--- src/rtl/cube_pkg.sv ---
// Shared types for the cube move sequencer: faces, move word, scancodes, FSM states.
package cube_pkg;

  typedef enum logic [2:0] {
    FACE_F = 3'd0, FACE_B = 3'd1, FACE_L = 3'd2,
    FACE_R = 3'd3, FACE_U = 3'd4, FACE_D = 3'd5
  } face_e;

  typedef struct packed {
    logic  prime;
    face_e face;
  } move_t;

  typedef struct packed {
    logic  hit;
    face_e face;
  } key_t;

  localparam logic [7:0] SC_BREAK = 8'hF0;
  localparam logic [7:0] SC_EXT   = 8'hE0;
  localparam logic [7:0] SC_F     = 8'h2B;
  localparam logic [7:0] SC_B     = 8'h32;
  localparam logic [7:0] SC_L     = 8'h4B;
  localparam logic [7:0] SC_R     = 8'h2D;
  localparam logic [7:0] SC_U     = 8'h3C;
  localparam logic [7:0] SC_D     = 8'h23;

  typedef enum logic [2:0] {
    ST_INIT, ST_IDLE, ST_ISSUE, ST_REDRAW, ST_WAIT_DRAW
  } seq_state_e;

  function automatic key_t key_lookup(input logic [7:0] sc);
    key_t k;
    k.hit  = 1'b1;
    k.face = FACE_F;
    case (sc)
      SC_F:    k.face = FACE_F;
      SC_B:    k.face = FACE_B;
      SC_L:    k.face = FACE_L;
      SC_R:    k.face = FACE_R;
      SC_U:    k.face = FACE_U;
      SC_D:    k.face = FACE_D;
      default: k.hit  = 1'b0;
    endcase
    return k;
  endfunction

endpackage

--- src/rtl/cube_move_sequencer_if.sv ---
// Move handshake between the sequencer (master) and the cube logic unit (slave).
interface cube_move_sequencer_if;
  logic [3:0] move_code;
  logic       move_valid;
  logic       move_ready;

  modport master (output move_code, output move_valid, input move_ready);
  modport slave  (input move_code, input move_valid, output move_ready);
endinterface

--- src/rtl/cube_move_fifo.sv ---
// Synchronous move FIFO; a push into a full FIFO is accepted only alongside a pop.
module cube_move_fifo
  import cube_pkg::*;
#(
  parameter int DEPTH = 8
) (
  input  logic                   clk,
  input  logic                   rst,
  input  logic                   push,
  input  move_t                  push_data,
  input  logic                   pop,
  output move_t                  pop_data,
  output logic                   full,
  output logic                   empty,
  output logic [$clog2(DEPTH):0] count
);
  localparam int AW = $clog2(DEPTH);
  localparam int CW = AW + 1;

  move_t          mem [DEPTH];
  logic [AW-1:0]  wr_ptr, rd_ptr;
  logic           do_push, do_pop;

  assign full     = (count == CW'(DEPTH));
  assign empty    = (count == '0);
  assign do_pop   = pop && !empty;
  assign do_push  = push && (!full || do_pop);
  assign pop_data = mem[rd_ptr];

  always_ff @(posedge clk or posedge rst) begin
    if (rst) begin
      wr_ptr <= '0;
      rd_ptr <= '0;
      count  <= '0;
    end else begin
      if (do_push) wr_ptr <= wr_ptr + 1'b1;
      if (do_pop)  rd_ptr <= rd_ptr + 1'b1;
      case ({do_push, do_pop})
        2'b10:   count <= count + 1'b1;
        2'b01:   count <= count - 1'b1;
        default: ;
      endcase
    end
  end

  always_ff @(posedge clk) begin
    if (do_push) mem[wr_ptr] <= push_data;
  end

endmodule

--- src/rtl/cube_move_sequencer.sv ---
// Scancode decoder + move queue + issue/redraw sequencer for the cube display.
// Optional draw_done watchdog enabled by CUBE_MOVE_SEQ_TIMEOUT_EN.
module cube_move_sequencer
  import cube_pkg::*;
#(
  parameter int FIFO_DEPTH = 8
`ifdef CUBE_MOVE_SEQ_TIMEOUT_EN
  , parameter int TIMEOUT_CYCLES = 2000000
`endif
) (
  input  logic                        CLOCK_50,
  input  logic                        reset,
  input  logic [7:0]                  scancode,
  input  logic                        ps2_rec,
  input  logic                        prime,
  cube_move_sequencer_if.master       mv,
  output logic                        redraw,
  input  logic                        draw_done,
  output logic                        busy,
  output logic [$clog2(FIFO_DEPTH):0] fifo_count,
  output logic                        overflow
`ifdef CUBE_MOVE_SEQ_TIMEOUT_EN
  , output logic                      draw_timeout
`endif
);

  seq_state_e state, state_n;
  move_t      head, push_data_q, code_q, code_n;
  logic       push_q, pop, full, empty;
  logic       valid_q, valid_n, redraw_n, timeout_hit;
  logic       brk, ext;
  logic [7:0] held;
  key_t       key;

  assign key = key_lookup(scancode);

  cube_move_fifo #(.DEPTH(FIFO_DEPTH)) u_fifo (
    .clk       (CLOCK_50),
    .rst       (reset),
    .push      (push_q),
    .push_data (push_data_q),
    .pop       (pop),
    .pop_data  (head),
    .full      (full),
    .empty     (empty),
    .count     (fifo_count)
  );

  // held tracks the last make code so typematic repeats don't re-enqueue; 8'h00 = none.
  always_ff @(posedge CLOCK_50 or posedge reset) begin
    if (reset) begin
      brk         <= 1'b0;
      ext         <= 1'b0;
      held        <= 8'h00;
      push_q      <= 1'b0;
      push_data_q <= '0;
    end else begin
      push_q <= 1'b0;
      if (ps2_rec) begin
        if (scancode == SC_BREAK) brk <= 1'b1;
        else if (scancode == SC_EXT) ext <= 1'b1;
        else if (brk) begin
          brk <= 1'b0;
          ext <= 1'b0;
          if (scancode == held) held <= 8'h00;
        end else if (ext) ext <= 1'b0;
        else if (key.hit && scancode != held) begin
          held        <= scancode;
          push_q      <= 1'b1;
          push_data_q <= '{prime: prime, face: key.face};
        end
      end
    end
  end

  always_ff @(posedge CLOCK_50 or posedge reset) begin
    if (reset)                     overflow <= 1'b0;
    else if (push_q && full && !pop) overflow <= 1'b1;
  end

  always_comb begin
    state_n  = state;
    code_n   = code_q;
    valid_n  = valid_q;
    redraw_n = 1'b0;
    pop      = 1'b0;
    case (state)
      ST_INIT: begin
        redraw_n = 1'b1;
        state_n  = ST_WAIT_DRAW;
      end
      ST_IDLE: if (!empty) begin
        code_n  = head;
        valid_n = 1'b1;
        pop     = 1'b1;
        state_n = ST_ISSUE;
      end
      ST_ISSUE: if (mv.move_ready) begin
        valid_n  = 1'b0;
        redraw_n = 1'b1;
        state_n  = ST_REDRAW;
      end
      ST_REDRAW:    state_n = ST_WAIT_DRAW;
      ST_WAIT_DRAW: if (draw_done || timeout_hit) state_n = ST_IDLE;
      default:      state_n = ST_INIT;
    endcase
  end

  always_ff @(posedge CLOCK_50 or posedge reset) begin
    if (reset) begin
      state   <= ST_INIT;
      code_q  <= '0;
      valid_q <= 1'b0;
      redraw  <= 1'b0;
    end else begin
      state   <= state_n;
      code_q  <= code_n;
      valid_q <= valid_n;
      redraw  <= redraw_n;
    end
  end

  assign mv.move_code  = code_q;
  assign mv.move_valid = valid_q;
  assign busy          = (state != ST_IDLE);

`ifdef CUBE_MOVE_SEQ_TIMEOUT_EN
  localparam int TW = $clog2(TIMEOUT_CYCLES + 1);
  logic [TW-1:0] to_cnt;

  assign timeout_hit = (state == ST_WAIT_DRAW) && !draw_done &&
                       (to_cnt == TW'(TIMEOUT_CYCLES - 1));

  always_ff @(posedge CLOCK_50 or posedge reset) begin
    if (reset) begin
      to_cnt       <= '0;
      draw_timeout <= 1'b0;
    end else begin
      to_cnt <= (state == ST_WAIT_DRAW && state_n == ST_WAIT_DRAW) ? to_cnt + 1'b1 : '0;
      if (timeout_hit) draw_timeout <= 1'b1;
    end
  end
`else
  assign timeout_hit = 1'b0;
`endif

endmodule

--- src/flat_wrapper.sv ---
// flat-port wrapper written by rule: the top's interface ports become plain ports
module cube_move_sequencer_flat import cube_pkg::*;
#(
  parameter int FIFO_DEPTH = 8

)
  (CLOCK_50, reset, scancode, ps2_rec, prime, redraw, draw_done, busy, fifo_count, overflow, mv_move_code, mv_move_valid, mv_move_ready);
  cube_move_sequencer_if mv_i ();
  input  logic CLOCK_50;
  input  logic reset;
  input  logic [7:0] scancode;
  input  logic ps2_rec;
  input  logic prime;
  output logic redraw;
  input  logic draw_done;
  output logic busy;
  output logic [$clog2(FIFO_DEPTH):0] fifo_count;
  output logic overflow;
  output wire logic [$bits(mv_i.move_code)-1:0] mv_move_code;
  output wire logic [$bits(mv_i.move_valid)-1:0] mv_move_valid;
  input wire logic [$bits(mv_i.move_ready)-1:0] mv_move_ready;
  assign mv_move_code = mv_i.move_code;
  assign mv_move_valid = mv_i.move_valid;
  assign mv_i.move_ready = mv_move_ready;
  cube_move_sequencer #(.FIFO_DEPTH(FIFO_DEPTH)) u_core (.CLOCK_50(CLOCK_50), .reset(reset), .scancode(scancode), .ps2_rec(ps2_rec), .prime(prime), .mv(mv_i), .redraw(redraw), .draw_done(draw_done), .busy(busy), .fifo_count(fifo_count), .overflow(overflow));
endmodule
--- config.mk ---
export PLATFORM = sky130hd
export DESIGN_NAME = cube_move_sequencer_flat
export DESIGN_NICKNAME = d
export VERILOG_FILES = /design/src/rtl/cube_pkg.sv /design/src/rtl/cube_move_sequencer_if.sv /design/src/rtl/cube_move_fifo.sv /design/src/rtl/cube_move_sequencer.sv /design/src/flat_wrapper.sv
export SDC_FILE = /design/constraint.sdc
export NUM_CORES = 1
export LEC_CHECK = 0
export CAP_MARGIN = 40
export CORE_UTILIZATION = 57
export DETAILED_ROUTE_END_ITERATION = 7
export HOLD_SLACK_MARGIN = 0.08
export PLACE_DENSITY = 0.79
export SYNTH_ARGS = -nofsm -noshare
export SYNTH_HDL_FRONTEND = slang
export SYNTH_SLANG_ARGS = --single-unit
--- constraint.sdc ---
create_clock -name CLOCK_50 -period 2.8 [get_ports CLOCK_50]
set_input_delay 0.56 -clock CLOCK_50 [delete_from_list [all_inputs] [get_ports CLOCK_50]]
set_output_delay 0.56 -clock CLOCK_50 [all_outputs]
set_load 0.02 [all_outputs]
* Yosys cells after proc, flatten, opt, wreduce, memory -nomap -nowiden
Memories as Yosys holds them, arrays and structs flattened. A register that Yosys moved wholly into a read port is not among the register bits.
Cells that the tools add are included.
W data, S select, Z words.
** Cells by class
- Mux-type cells :: 29
- Equality and inequality tests :: 24
- Reduce and logical (&&, ||, !) cells :: 23
- $add $sub $neg :: 4
- Bitwise logic cells :: 5
** Operator list (count)
- $eq A8 B6 Y1 const B :: 5
- $mux W8 :: 4
- $mux W1 :: 17
- $eq A8 B8 Y1 const B :: 2
- $pmux W3 S5 :: 1
- $pmux W3 S4 :: 1
- $reduce_and A6 Y1 :: 2
- $mux W3 :: 3
- $eq A8 B7 Y1 const B :: 1
- $eq A8 B8 Y1 :: 1
- $ne A2 B2 Y1 const B :: 4
- $ne A8 B8 Y1 :: 1
- $pmux W4 S2 :: 1
- $add A3 B1 Y3 const B :: 2
- $eq A3 B2 Y1 const B :: 2
- $reduce_and A2 Y1 :: 3
- $reduce_and A3 Y1 :: 2
- $reduce_bool A2 Y1 :: 3
- $reduce_or A6 Y1 :: 1
- $logic_and A1 B1 Y1 :: 5
- $not A1 Y1 :: 5
- $add A4 B1 Y4 const B :: 1
- $eq A4 B4 Y1 const B :: 1
- $logic_not A4 Y1 :: 1
- other kinds (12) :: 16
** Word-level totals
- Bits in registers :: 31
- Bits in writable memories :: 32
- Memories :: 1
- Output and inout bits :: 12
** Memory list
- u_core.u_fifo.mem :: depth 8, width 4, read ports 1, clocked after Yosys merged registers in 1, wr ports 1, line cube_move_fifo.sv:20 : move_t mem [DEPTH];

* Longest topological paths before layout
- Depth in word-level cells :: 10
- Gate-level depth with buffers :: 12
- Depth with buffers taken out :: 12

* Hierarchy
A second synthesis with hierarchy kept.
** Second synthesis, totals
- Cell total of the unflattened synthesis :: 242
- Area total of the unflattened synthesis :: 3156.8 sq um
** Modules (own cells, without submodules)
- cube_move_fifo :: instances 1, area each 1878.1 sq um, sequential area each 1211.2 sq um, cells an instance 118
- cube_move_sequencer :: instances 1, area each 1278.7 sq um, sequential area each 625.6 sq um, cells an instance 124

* Least setup slack after synthesis
Ideal clock, no wire load.
- Kind :: reg2reg
- Start :: reg u_core.state[0]
- End :: reg u_core.u_fifo.count[3]
- Arrival :: 2.380 ns
- Clock period less this slack :: 2.514 ns
- Stages on the path, launching flop included :: 13
- Slack :: 0.286 ns
- Path buffers :: 0
- Cell sequence :: dfrtp_1 > nor2b_1 > nand2_1 > nand3_1 > and2_1 > inv_1 > ha_1 > ha_1 > a21o_1 > a21oi_1 > xnor2_1 > nor2_1 > xor2_1
** On the way
- Cells in the longest elaborated chain, start to end :: 7
** Ends and longest elaborated chain
- start: declaration :: line cube_move_sequencer.sv:27 : seq_state_e state, state_n;
- start signal: assignment :: line cube_move_sequencer.sv:116 : state <= state_n;
- $eq A3 B1 Y1 (*) :: line cube_move_sequencer.sv:87 : case (state)
- $mux W1 (*) :: line cube_move_sequencer.sv:87
- $logic_and A1 B1 Y1 (*) :: line cube_move_fifo.sv:26 : assign do_pop = pop && !empty;
- $logic_or A1 B1 Y1 :: line cube_move_fifo.sv:27 : assign do_push = push && (!full || do_pop);
- $logic_and A1 B1 Y1 :: line cube_move_fifo.sv:27
- $eq A2 B1 Y1 / $eq A2 B2 Y1 (equally long branches) :: line cube_move_fifo.sv:38 : case ({do_push, do_pop})
- $pmux W4 S2 / $reduce_bool A2 Y1 (equally long branches)
- end signal: assignment :: line cube_move_fifo.sv:39 : 2'b10: count <= count + 1'b1;
- end signal: assignment :: line cube_move_fifo.sv:40 : 2'b01: count <= count - 1'b1;
- end: declaration :: line cube_move_fifo.sv:15 : output logic [$clog2(DEPTH):0] count
Every way passes the cells marked *; elsewhere a longest branch is shown, timed or not.
A chain may end at the register's enable or synchronous reset.

* Worst setup path after layout
- Start :: reg u_core.u_fifo.count[0]
- End :: reg u_core.u_fifo.count[3]
** On the way
- Cells in the longest elaborated chain, start to end :: 8
** Ends and longest elaborated chain
- $logic_not A4 Y1 :: line cube_move_fifo.sv:25 : assign empty = (count == '0);
- $mux W1 :: line cube_move_sequencer.sv:92 : ST_IDLE: if (!empty) begin
- $mux W1 :: line cube_move_sequencer.sv:87
- $logic_and A1 B1 Y1 :: line cube_move_fifo.sv:26
- $logic_or A1 B1 Y1 :: line cube_move_fifo.sv:27
- $logic_and A1 B1 Y1 :: line cube_move_fifo.sv:27
- $eq A2 B1 Y1 / $eq A2 B2 Y1 (equally long branches) :: line cube_move_fifo.sv:38
- $pmux W4 S2 / $reduce_bool A2 Y1 (equally long branches)
Several ways; a longest one is shown, not always the timed one.

==> flow_summary.yaml <==
cts:
  cts-htree-levels: 3
  worstSkewPairLatency_ns: 0.33
  cts.hold.buffers_added: 0
  tritoncts: "done"
  cts_root_buf: "clkbuf_8"
  cts_setup_buffers: 0
  cts-resized-gates: 0
  cts.sink_count: 67
  cts_made_buffers: 9
  clk_pin_slew_worst_paths_ns: 0.07
  max-clock-path-buffers: 2
worst_setup_path:
  timing.critical_path.cells: "nor3_1 > nand2b_1 > nand3_1 > inv_1 > ha_1 > ha_1 > a21o_1 > a21oi_1 > xnor2_1 > nor2_1 > xor2_1"
  worst_path_most_repeated_cell: "ha_1"
  crit_path_start_kind: "register"
  ff2ff_path_depth: 11
  max_stage_delay_cell_worst_path: "dfrtp_1"
  cp_data_required_time_ns: 3.00
  worst-path-max-fanout: 6
  critPathKind: "register to register"
  cp-end-kind: "register"
  timing.critical_path.arrival_ns: 2.73
  timing.critical_path.depth: 11
  cpPeakStageDelay_ns: 0.45
  path_buf_inv: 1
  timing.critical_path.max_delay_family: "simple AND/OR/NAND/NOR gates"
floorplanning:
  top_level_ports: 26
  initial_core_util: 0.591
  fp.dieW_um: 74.5
  dieHeight_um: 74.5
  core_area_sq_um: 5070
  floorplan.rows: 26
  die-area_sq_um: 5560
synth:
  synth_edf_count: 32
  postSynthAreaPerCell_sq_um: 12.9
  synthesis.nets: 253
  yosysWarningCount: 0
  synth_top_cells_by_area: "edfxtp_1 (32%), dfrtp_1 (29%), mux4_2 (6.0%), xor2_1 (2.9%), nand2_1 (2.6%)"
  ys_async_sr_fraction: 0.522
  postSynthRegisterBits: 67
  dominantRegCellSynth: "dfrtp_1"
  post_synth_inst_count: 233
  synth.lib_cells_used.distinct: 44
  post-synth-top-area-cell: "edfxtp_1"
  yosys.area.top_type_share: 0.320
  synth_seq_area_share: 0.612
  synth_area_sq_um: 3000
detailed_routing:
  wl_um: 5350
  route.detailed.drc: 0
  drt_iter0_drc: 130
  routed-via-count: 1929
  avgRoutedWirePerCell_um: 15.6
  final_antenna_net_count: 0
  vias_per_cell: 5.61
  first_pass_iters: 4
power_and_ir_drop:
  total_leakage_power_nw: 1.39
  power-per-cell-area_nw_per_um2: 785
  ir_drop_v: 0.000391
layout:
  leading_cell_types_in_the_layout_fill_and_taps_excluded: "dfrtp_1 (35), edfxtp_1 (32), clkdlybuf4s50_1 (25)"
  fin_util: 0.693
  final_common_cell: "dfrtp_1"
  finalInstanceArea_sq_um: 3520
  syn_to_final_growth_pct: 17.2
  n_antenna_cell: 0
  num-nets-final: 289
  layout_cell_share_with_drive_strength_beyond_1: 0.120
placed_design:
  gp_routability_congestion: 0.841
  dpl-instance-area_sq_um: 3350
  detailedPlacementHpwl_um: 4050
  buffer_ports.inserted: 25
min_path:
  hold_class: "register to register"
  min_delay_path_depth: 1
timing:
  skew_ns: 0.00918
  min_period_over_period: 0.901
  grt_setup_unrepaired: "false"
  worst-slew-pin-transition_ns: 0.607
  clock.fmax_mhz: 397
  final_hold_viol_count: 0
  setup-tns-final_ns: 0
  report.final.setup_viol: 0
  final-max-slew-violation-count: 0
  min_clock_period_post_route_ns: 2.52
  max_slew_margin: 0.592
grt:
  top_usage_layer: "met2"
  largest_net_degree_at_the_start_of_global_routing: 36
  grt.met3_usage: 0.0461
  grt_util_met2: 0.371
  first_pass_grt_wire_length_um: 8670
  grt_antenna_before_repair: 0
  grt-ovfl-total: 0
  overall_global_routing_usage: 0.219
  number_of_global_route_vias_before_repair: 1807
  grt.met1_usage: 0.270
job:
  max-cap-violations: 0
outcome:
  status: "completed"
[sequential cells by signal (all words and copies together) (netlist names)]
| signal | cells |
|---|---|
| u_core.push_q | 1 |
| u_core.push_data_q | 4 |
| u_core.u_fifo.mem | 32 |
| u_core.u_fifo.count | 4 |
| u_core.mv.move_code | 4 |
| u_core.redraw | 1 |
| u_core.u_fifo.wr_ptr | 3 |
| u_core.u_fifo.rd_ptr | 3 |
| u_core.mv.move_valid | 1 |
| u_core.held | 8 |
| u_core.ext | 1 |
| u_core.state | 3 |
| u_core.brk | 1 |
| u_core.overflow | 1 |
[report_power, final]
| part | internal, mW | switching, mW | total [mW] |
|---|---|---|---|
| registers | 1.16 | 0.193 | 1.36 |
| logic | 0.399 | 0.340 | 0.740 |
| clock network | 0.341 | 0.323 | 0.664 |
[path summary, 6_finish.rpt]
check / start / to / slack [ns]
worst max register to register: u_core.u_fifo.count[0] / u_core.u_fifo.count[3] / 0.28
worst min register to register: u_core.overflow / u_core.overflow / 0.47
max in group asynchronous: reset / u_core.push_data_q[3] / 1.86
worst max-delay path: u_core.u_fifo.count[0] / u_core.u_fifo.count[3] / 0.28
worst min-delay path: u_core.overflow / u_core.overflow / 0.47
min in group asynchronous: reset / u_core.state[1] / 0.63
[metrics by stage]
step / total power, mW / hold slack (ns) / setup WS [ns] / cells
6_report: 2.76 / 0.471 / 0.278 / 344
5_1_grt: 2.92 / 0.502 / 0.0482 / 344
4_1_cts: 2.78 / 0.478 / 0.276 / 344
3_5_place_dp: 2.12 / 0.463 / 0.236 / 328
3_3_place_gp: 2.09 / 0.451 / 0.298 / 328
2_1_floorplan: 1.85 / 0.483 / 0.286 / 233
[logic make-up after synthesis]
family,share of synthesized area
buf+inv,0.0221
mux,0.0843
flops,0.612
xor+xnor,0.0438
compound gates,0.0859
fa+ha+maj,0.0275
simple gates,0.124
[layout make-up]
| class | instances | area (sq um) |
|---|---|---|
| timing repair buffer | 30 | 288 |
| inverter | 12 | 45.0 |
| clock buffer | 13 | 149 |
| tap | 70 | 87.6 |
| clock inverter | 3 | 13.8 |
| sequential | 67 | 1840 |
| fill | 375 | 1560 |
| multi-input combinational | 149 | 1100 |
[cells in the mapped netlist, types with 3 or more instances]
library cell / number
dfrtp_1: 35
edfxtp_1: 32
nand2_1: 21
nor2_1: 18
o21ai_0: 15
inv_1: 12
xor2_1: 10
mux4_2: 8
nand2b_1: 8
a21oi_1: 7
ha_1: 5
mux2i_1: 5
nand3_1: 5
xnor2_1: 5
a22o_1: 4
nor3_1: 4
and3_1: 3
nor4_1: 3
[worst register-to-register path: cells and delay by family, from the launching register on]
family,cells,cell delay [ns]
AO/OA/AOI/OAI,2,0.34
XOR/XNOR,2,0.29
adder cells (fa/ha/maj),2,0.51
buffers and inverters,1,0.10
flip-flops,1,0.45
AND/OR/NAND/NOR,4,0.72
[routing by layer]
layer	vias up	part of all wire
met4	0	0.021
li1	918	-
met5	-	0
met3	13	0.034
met2	46	0.51
met1	952	0.44
(Power assumes the default switching activity.)
